### config.mk
export PLATFORM = sky130hd
export DESIGN_NAME = wave_capture_ctrl
export DESIGN_NICKNAME = d
export VERILOG_FILES = /design/src/rtl/wave_pkg.sv /design/src/rtl/wave_sample_ram.sv /design/src/rtl/wave_capture_ctrl.sv
export SDC_FILE = /design/constraint.sdc
export NUM_CORES = 2
export LEC_CHECK = 0
export CAP_MARGIN = 10
export CORE_MARGIN = 1.5
export CORE_UTILIZATION = 40
export CTS_BUF_LIST = sky130_fd_sc_hd__clkbuf_8
export DETAILED_ROUTE_END_ITERATION = 7
export DONT_BUFFER_PORTS = 1
export PLACE_DENSITY = 0.64
export SYNTH_ARGS = -nofsm -noshare
export SYNTH_HDL_FRONTEND = slang
export SYNTH_SLANG_ARGS = --single-unit
### constraint.sdc
create_clock -name clk -period 7.7 [get_ports clk]
set_input_delay 1.925 -clock clk [delete_from_list [all_inputs] [get_ports clk]]
set_output_delay 1.925 -clock clk [all_outputs]
set_load 0.03 [all_outputs]
### src/rtl/wave_pkg.sv
// wave_pkg: shared FSM states and display/sample constants for the wave_* modules
package wave_pkg;
  localparam int SAMPLE_W = 12;
  localparam int OLED_W = 96;
  typedef enum logic [2:0] {IDLE, PRETRIG, ARMED, POST, HOLD} wave_state_t;
endpackage

### src/rtl/wave_sample_ram.sv
// wave_sample_ram: 2*DEPTH x DW simple dual-port RAM, address {bank,idx}, registered read
//   clk      clock
//   i_we     write enable
//   i_waddr  write address {bank,idx}
//   i_wdata  write data
//   i_raddr  read address {bank,idx}
//   o_rdata  read data, one cycle after i_raddr
module wave_sample_ram
  import wave_pkg::*;
#(
  parameter int DW = SAMPLE_W,
  parameter int DEPTH = OLED_W,
  parameter int AW = $clog2(DEPTH)
) (
  input  logic          clk,
  input  logic          i_we,
  input  logic [AW:0]   i_waddr,
  input  logic [DW-1:0] i_wdata,
  input  logic [AW:0]   i_raddr,
  output logic [DW-1:0] o_rdata
);
  logic [DW-1:0] r_mem [2][DEPTH];
  logic [DW-1:0] r_q;
  always_ff @(posedge clk) begin
    if (i_we) r_mem[i_waddr[AW]][i_waddr[AW-1:0]] <= i_wdata;
    r_q <= r_mem[i_raddr[AW]][i_raddr[AW-1:0]];
  end
  assign o_rdata = r_q;
endmodule

### src/rtl/wave_capture_ctrl.sv
// wave_capture_ctrl: triggered ping-pong waveform capture with display column read-out
//   clk, rst_n      clock, asynchronous active-low reset
//   i_sample_tick   one-cycle strobe per audio sample
//   i_mic_in        mic sample, valid with i_sample_tick
//   i_pause         freeze capture; reads continue
//   i_trig_en       level trigger enable (0 = free-run)
//   i_trig_level    rising-edge trigger threshold
//   i_rd_x          display column to read
//   o_rd_data       column sample, 1-cycle latency, 0 when blank or past the frame
//   o_frame_valid   a complete frame has been swapped to the front
//   o_trig_auto     front frame came from the timeout
//   o_frame_cnt     completed-frame counter
module wave_capture_ctrl
  import wave_pkg::*;
#(
  parameter int DW = SAMPLE_W,
  parameter int DEPTH = OLED_W,
  parameter int PRE = 32,
  parameter int AUTO_TIMEOUT = 2000,
  parameter int HOLD_TICKS = 400
) (
  input  logic          clk,
  input  logic          rst_n,
  input  logic          i_sample_tick,
  input  logic [DW-1:0] i_mic_in,
  input  logic          i_pause,
  input  logic          i_trig_en,
  input  logic [DW-1:0] i_trig_level,
  input  logic [6:0]    i_rd_x,
  output logic [DW-1:0] o_rd_data,
  output logic          o_frame_valid,
  output logic          o_trig_auto,
  output logic [7:0]    o_frame_cnt
);
  localparam int AW = $clog2(DEPTH);
  localparam int CW = $clog2(AUTO_TIMEOUT + HOLD_TICKS + DEPTH + 1);
  wave_state_t r_state, w_state_n;
  logic [CW-1:0] r_cnt, w_cnt_n, w_cnt_inc;
  logic [AW-1:0] r_wr_ptr, r_trig_ptr, w_trig_ptr_n, r_start, w_start_n, w_ptr_inc, w_idx;
  logic [AW:0] w_sum;
  logic [DW-1:0] r_prev, w_ram_q;
  logic [7:0] r_frame_cnt;
  logic r_front, r_auto_flag, w_auto_flag_n, r_trig_auto, r_frame_valid, r_rd_ok;
  logic w_q, w_wr, w_trig, w_swap;
  assign w_q = i_sample_tick & ~i_pause;
  assign w_wr = w_q && (r_state != HOLD);
  assign w_trig = i_trig_en ? (r_prev < i_trig_level && i_mic_in >= i_trig_level) : 1'b1;
  assign w_ptr_inc = (r_wr_ptr == AW'(DEPTH - 1)) ? '0 : r_wr_ptr + 1'b1;
  assign w_cnt_inc = r_cnt + 1'b1;
  assign w_start_n = (w_trig_ptr_n >= AW'(PRE)) ? w_trig_ptr_n - AW'(PRE) : w_trig_ptr_n + AW'(DEPTH - PRE);
  assign w_sum = (AW+1)'(r_start) + (AW+1)'(i_rd_x);
  assign w_idx = AW'((w_sum >= (AW+1)'(DEPTH)) ? w_sum - (AW+1)'(DEPTH) : w_sum);
  // r_cnt is reused as pre-trigger, timeout, post-trigger and hold counter
  always_comb begin
    w_state_n = r_state;
    w_cnt_n = r_cnt;
    w_trig_ptr_n = r_trig_ptr;
    w_auto_flag_n = r_auto_flag;
    w_swap = 1'b0;
    if (w_q) begin
      case (r_state)
        IDLE, PRETRIG: begin
          w_cnt_n = (r_state == IDLE) ? CW'(1) : w_cnt_inc;
          w_state_n = (w_cnt_n >= CW'(PRE)) ? ARMED : PRETRIG;
          if (w_cnt_n >= CW'(PRE)) w_cnt_n = '0;
        end
        ARMED: begin
          w_cnt_n = w_cnt_inc;
          if (w_trig || w_cnt_inc == CW'(AUTO_TIMEOUT)) begin
            w_trig_ptr_n = r_wr_ptr;
            w_auto_flag_n = ~w_trig;
            w_state_n = POST;
            w_cnt_n = CW'(1);
          end
        end
        POST: w_cnt_n = w_cnt_inc;
        HOLD: begin
          w_cnt_n = w_cnt_inc;
          if (w_cnt_inc >= CW'(HOLD_TICKS)) begin
            w_state_n = (PRE == 0) ? ARMED : PRETRIG;
            w_cnt_n = '0;
          end
        end
        default: w_state_n = IDLE;
      endcase
      // the trigger sample itself closes the frame when only one post sample is needed
      if (w_state_n == POST && w_cnt_n == CW'(DEPTH - PRE)) begin
        w_swap = 1'b1;
        w_state_n = HOLD;
        w_cnt_n = '0;
      end
    end
  end
  always_ff @(posedge clk or negedge rst_n) begin
    if (!rst_n) begin
      r_state <= IDLE;
      r_cnt <= '0;
      r_wr_ptr <= '0;
      r_trig_ptr <= '0;
      r_auto_flag <= 1'b0;
      r_prev <= '0;
      r_front <= 1'b0;
      r_start <= '0;
      r_trig_auto <= 1'b0;
      r_frame_valid <= 1'b0;
      r_frame_cnt <= '0;
      r_rd_ok <= 1'b0;
    end else begin
      r_state <= w_state_n;
      r_cnt <= w_cnt_n;
      r_trig_ptr <= w_trig_ptr_n;
      r_auto_flag <= w_auto_flag_n;
      if (w_q) r_prev <= i_mic_in;
      if (w_wr) r_wr_ptr <= w_ptr_inc;
      if (w_swap) begin
        r_front <= ~r_front;
        r_start <= w_start_n;
        r_trig_auto <= w_auto_flag_n;
        r_frame_valid <= 1'b1;
        r_frame_cnt <= r_frame_cnt + 1'b1;
      end
      r_rd_ok <= r_frame_valid && ({1'b0, i_rd_x} < 8'(DEPTH));
    end
  end
  wave_sample_ram #(.DW(DW), .DEPTH(DEPTH)) u_ram (
    .clk(clk),
    .i_we(w_wr),
    .i_waddr({~r_front, r_wr_ptr}),
    .i_wdata(i_mic_in),
    .i_raddr({r_front, w_idx}),
    .o_rdata(w_ram_q)
  );
  assign o_rd_data = r_rd_ok ? w_ram_q : '0;
  assign o_frame_valid = r_frame_valid;
  assign o_trig_auto = r_trig_auto;
  assign o_frame_cnt = r_frame_cnt;
endmodule

==> impl_metrics.tcl <==
set metrics [dict create \
    pin_count 58 \
    fmax_mhz 195 \
    maxSlewViolCount 0 \
    htree_num_levels 5 \
    syn_to_final_growth_pct 12.5 \
    reg2reg_to "u_ram.o_rdata[3]" \
    yosys.area.top_type "edfxtp_1" \
    cp-end-kind "flop" \
    fin_crit_sh_pct 66.6 \
    wirelength_um 220000 \
    clock_sinks 2377 \
    synth_mux_area_share_pct 18.1 \
    rows 176 \
    multi_input_area_mm2 0.0211 \
    synthArstFlopShare_pct 2.57 \
    die_w_um 485 \
    cpPeakStageDelay_ps 1000 \
    grt-ovfl-total 0 \
    synthTopCellsByArea "edfxtp_1, mux4_2, dfrtp_1, nor2_1, clkbuf_1" \
    syn_avg_cell_area_um2 22.5 \
    synth_top_cell_area_share_pct 74.5 \
    synth_edf_count 2304 \
    initialDrtViolationCount 4671 \
    regArea_mm2 0.0710 \
    coreArea_mm2 0.230 \
    drc 0 \
    status "completed" \
    post-cts-setup-buffers 0 \
    fin_tns_setup_ps 0 \
    dieArea_mm2 0.235 \
    synth.most_common_cell "edfxtp_1" \
    pwr_density_cell_mw_per_mm2 237 \
    synth_ff_type "edfxtp_1" \
    vias_per_cell 5.62 \
    cts.clk_slew.worst_paths_ps 50 \
    placed_cells 7122 \
    required_ps 8660 \
    cts_buffers 393 \
    clock_insertion_delay_worst_skew_ps 1060 \
    crit_arrival_ps 6090 \
    finalCriticalPeriod_ps 5130 \
    antenna_found_initial 5 \
    clock_skew_ps 83.5 \
    critPathLaunch "i_rd_x[0]" \
    synth-seq-area-share_pct 76.4 \
    synth_warnings 0 \
    crit_type "primary input to flop" \
    crit_path_end "u_ram.o_rdata[3]" \
    drv_cap 0 \
    cp_slowest_cell "nor4_1" \
    synth_fa_ha_area_share_pct 0.479 \
    final_nets 4567 \
    gp_congestion 0.863 \
    rsz0062_at_grt "false" \
    ys_seq_elements 2377 \
    grt_pass1_wl_um 318000 \
    synthCells 4133 \
    hp-class "flop to flop" \
    grt_pass1_vias 45033 \
    crit_chain "ha_4, fa_4, a21o_1, a21oi_1, o21bai_1, and4b_1, mux2_2, a2111o_2, a211oi_1, nor4_1, a221o_1" \
    hold_slack_ps 484 \
    cts_tree "yes" \
    wire_per_inst_um 28.1 \
    vias 44013 \
    vdd_drop_max_mv 0.181 \
    fill_cells 19165 \
    cts-root-buf "clkbuf_8" \
    layout-drive-gt1-share_pct 30.2 \
    worst_r2r_path_depth 11 \
    yosys.area_share.simple_pct 2.47 \
    ctsHoldBuffers 0 \
    finalHoldViolCount 0 \
    firstDrtPassIters 5 \
    io_buffers 0 \
    cts_resized 0 \
    power.leakage_nw 32.8 \
    track_usage_pct 18.5 \
    dp_hpwl_um 127000 \
    tightest_slew_ps 1280 \
    instances_no_fill 7826 \
    fp.dieH_um 485 \
    worst-path-max-fanout 49 \
    rrSetupSlack_ps 2910 \
    syn_area_mm2 0.0929 \
    synthDistinctLibCells 67 \
    synth.net_count 4204 \
    finalSetupViolCount 0 \
    r2r-start "r_start[0]" \
    clock_path_buffers 4 \
    grt_max_degree 195 \
    synth_top_family_by_area "multiplexers" \
    synth.cells.most_frequent "edfxtp_1, mux4_2, nor2_1, clkbuf_1, nand2_1" \
    synth_compound_area_share_pct 1.29 \
    start_util_pct 40.3 \
    ant_nets 0 \
    critical_path.startpoint_type "primary input" \
    slew-limit-headroom_pct 14.7 \
    synthXorXnorAreaFrac_pct 0.207 \
]
[report_power, final]
part	switching [mW]	internal (mW)	leakage [nW]
logic	0.398	0.297	7.13
clock network	4.85	5.00	4.02
registers	0.0554	14.2	21.6
[per-layer routing]
layer / wire, um / part of all wire [%] / GRT usage (%) / up-vias
met1: 88400 / 40 / 25.2 / 23615
li1: - / - / - / 18234
met2: 109000 / 50 / 30.1 / 1789
met4: 6490 / 3.0 / 6.16 / 0
met5: 0 / 0 / 0 / -
met3: 15900 / 7.2 / 3.57 / 375
[registers in the layout (all words and copies together) (netlist names)]
register	flops
r_state	3
r_start	7
o_frame_cnt	8
r_rd_ok	1
u_ram.r_mem	2304
r_cnt	12
r_front	1
o_trig_auto	1
o_frame_valid	1
r_prev	12
r_trig_ptr	7
u_ram.o_rdata	12
r_wr_ptr	7
r_auto_flag	1
[kinds of logic (layout without fill, tap and decap cells)]
family,Yosys count,in the layout
XOR/XNOR,22,22
multiplexers,765,765
buffers and inverters,258,923
AO/OA/AOI/OAI,169,169
AND/OR/NAND/NOR,507,507
adder cells (fa/ha/maj),35,35
flip-flops,2377,2377
other,0,2
[worst max-delay path, delay by kind of cell]
family	cells	cell delay, ps
fa+ha+maj	2	610
compound gates	6	2110
simple gates	2	1270
mux	1	150
[area by class of cell]
type                       count  area share, %
sequential                  2377           67.9
multi-input combinational   1498           20.2
clock buffer                 405           5.33
tap                         3026           3.62
timing repair buffer         203           1.66
clock inverter               292           1.27
inverter                      23         0.0826
antenna                        2        0.00479
[how the worst min path moves through the flow]
stage                           from    endpoint  slack, ps  cells after the start
after floorplan           r_prev[10]  r_prev[10]        450                      2
after global placement     r_prev[2]   r_prev[2]        470                      2
after detailed placement   r_prev[6]   r_prev[6]        470                      2
after CTS                      rst_n   r_prev[6]        440                      0
after global routing           rst_n  r_prev[10]        470                      0
final                     r_prev[11]  r_prev[11]        480                      2
[layout by cell type, fill, tap and decap left out, drive strengths merged, types with 10 or more instances in the layout]
cell         n
nand2      117
xor2        10
mux2i       18
nor3        16
ha          34
a221o       13
clkinv     143
edfxtp    2304
clkinvlp    10
nor4        15
dfxtp       12
dfrtp       61
a21oi       34
and2        41
inv        158
nand3       20
buf        203
mux2        15
xnor2       12
a211oi      30
and3        18
mux4       732
nor2       229
o21ai       37
clkbuf     405
[through the flow]
stage          worst slack, ps  total power, mW  util (%)  area, um^2
6_report                  2570             24.8      45.4      105000
5_1_grt                   2690             25.6      45.4      105000
4_1_cts                   2860             25.1      45.4      104000
3_5_place_dp              1740             15.2      42.4       97600
3_3_place_gp              1780             15.2      42.3       97500
2_1_floorplan             2520             15.0         -       92900
Note: power is estimated with default switching activity, not from simulation.
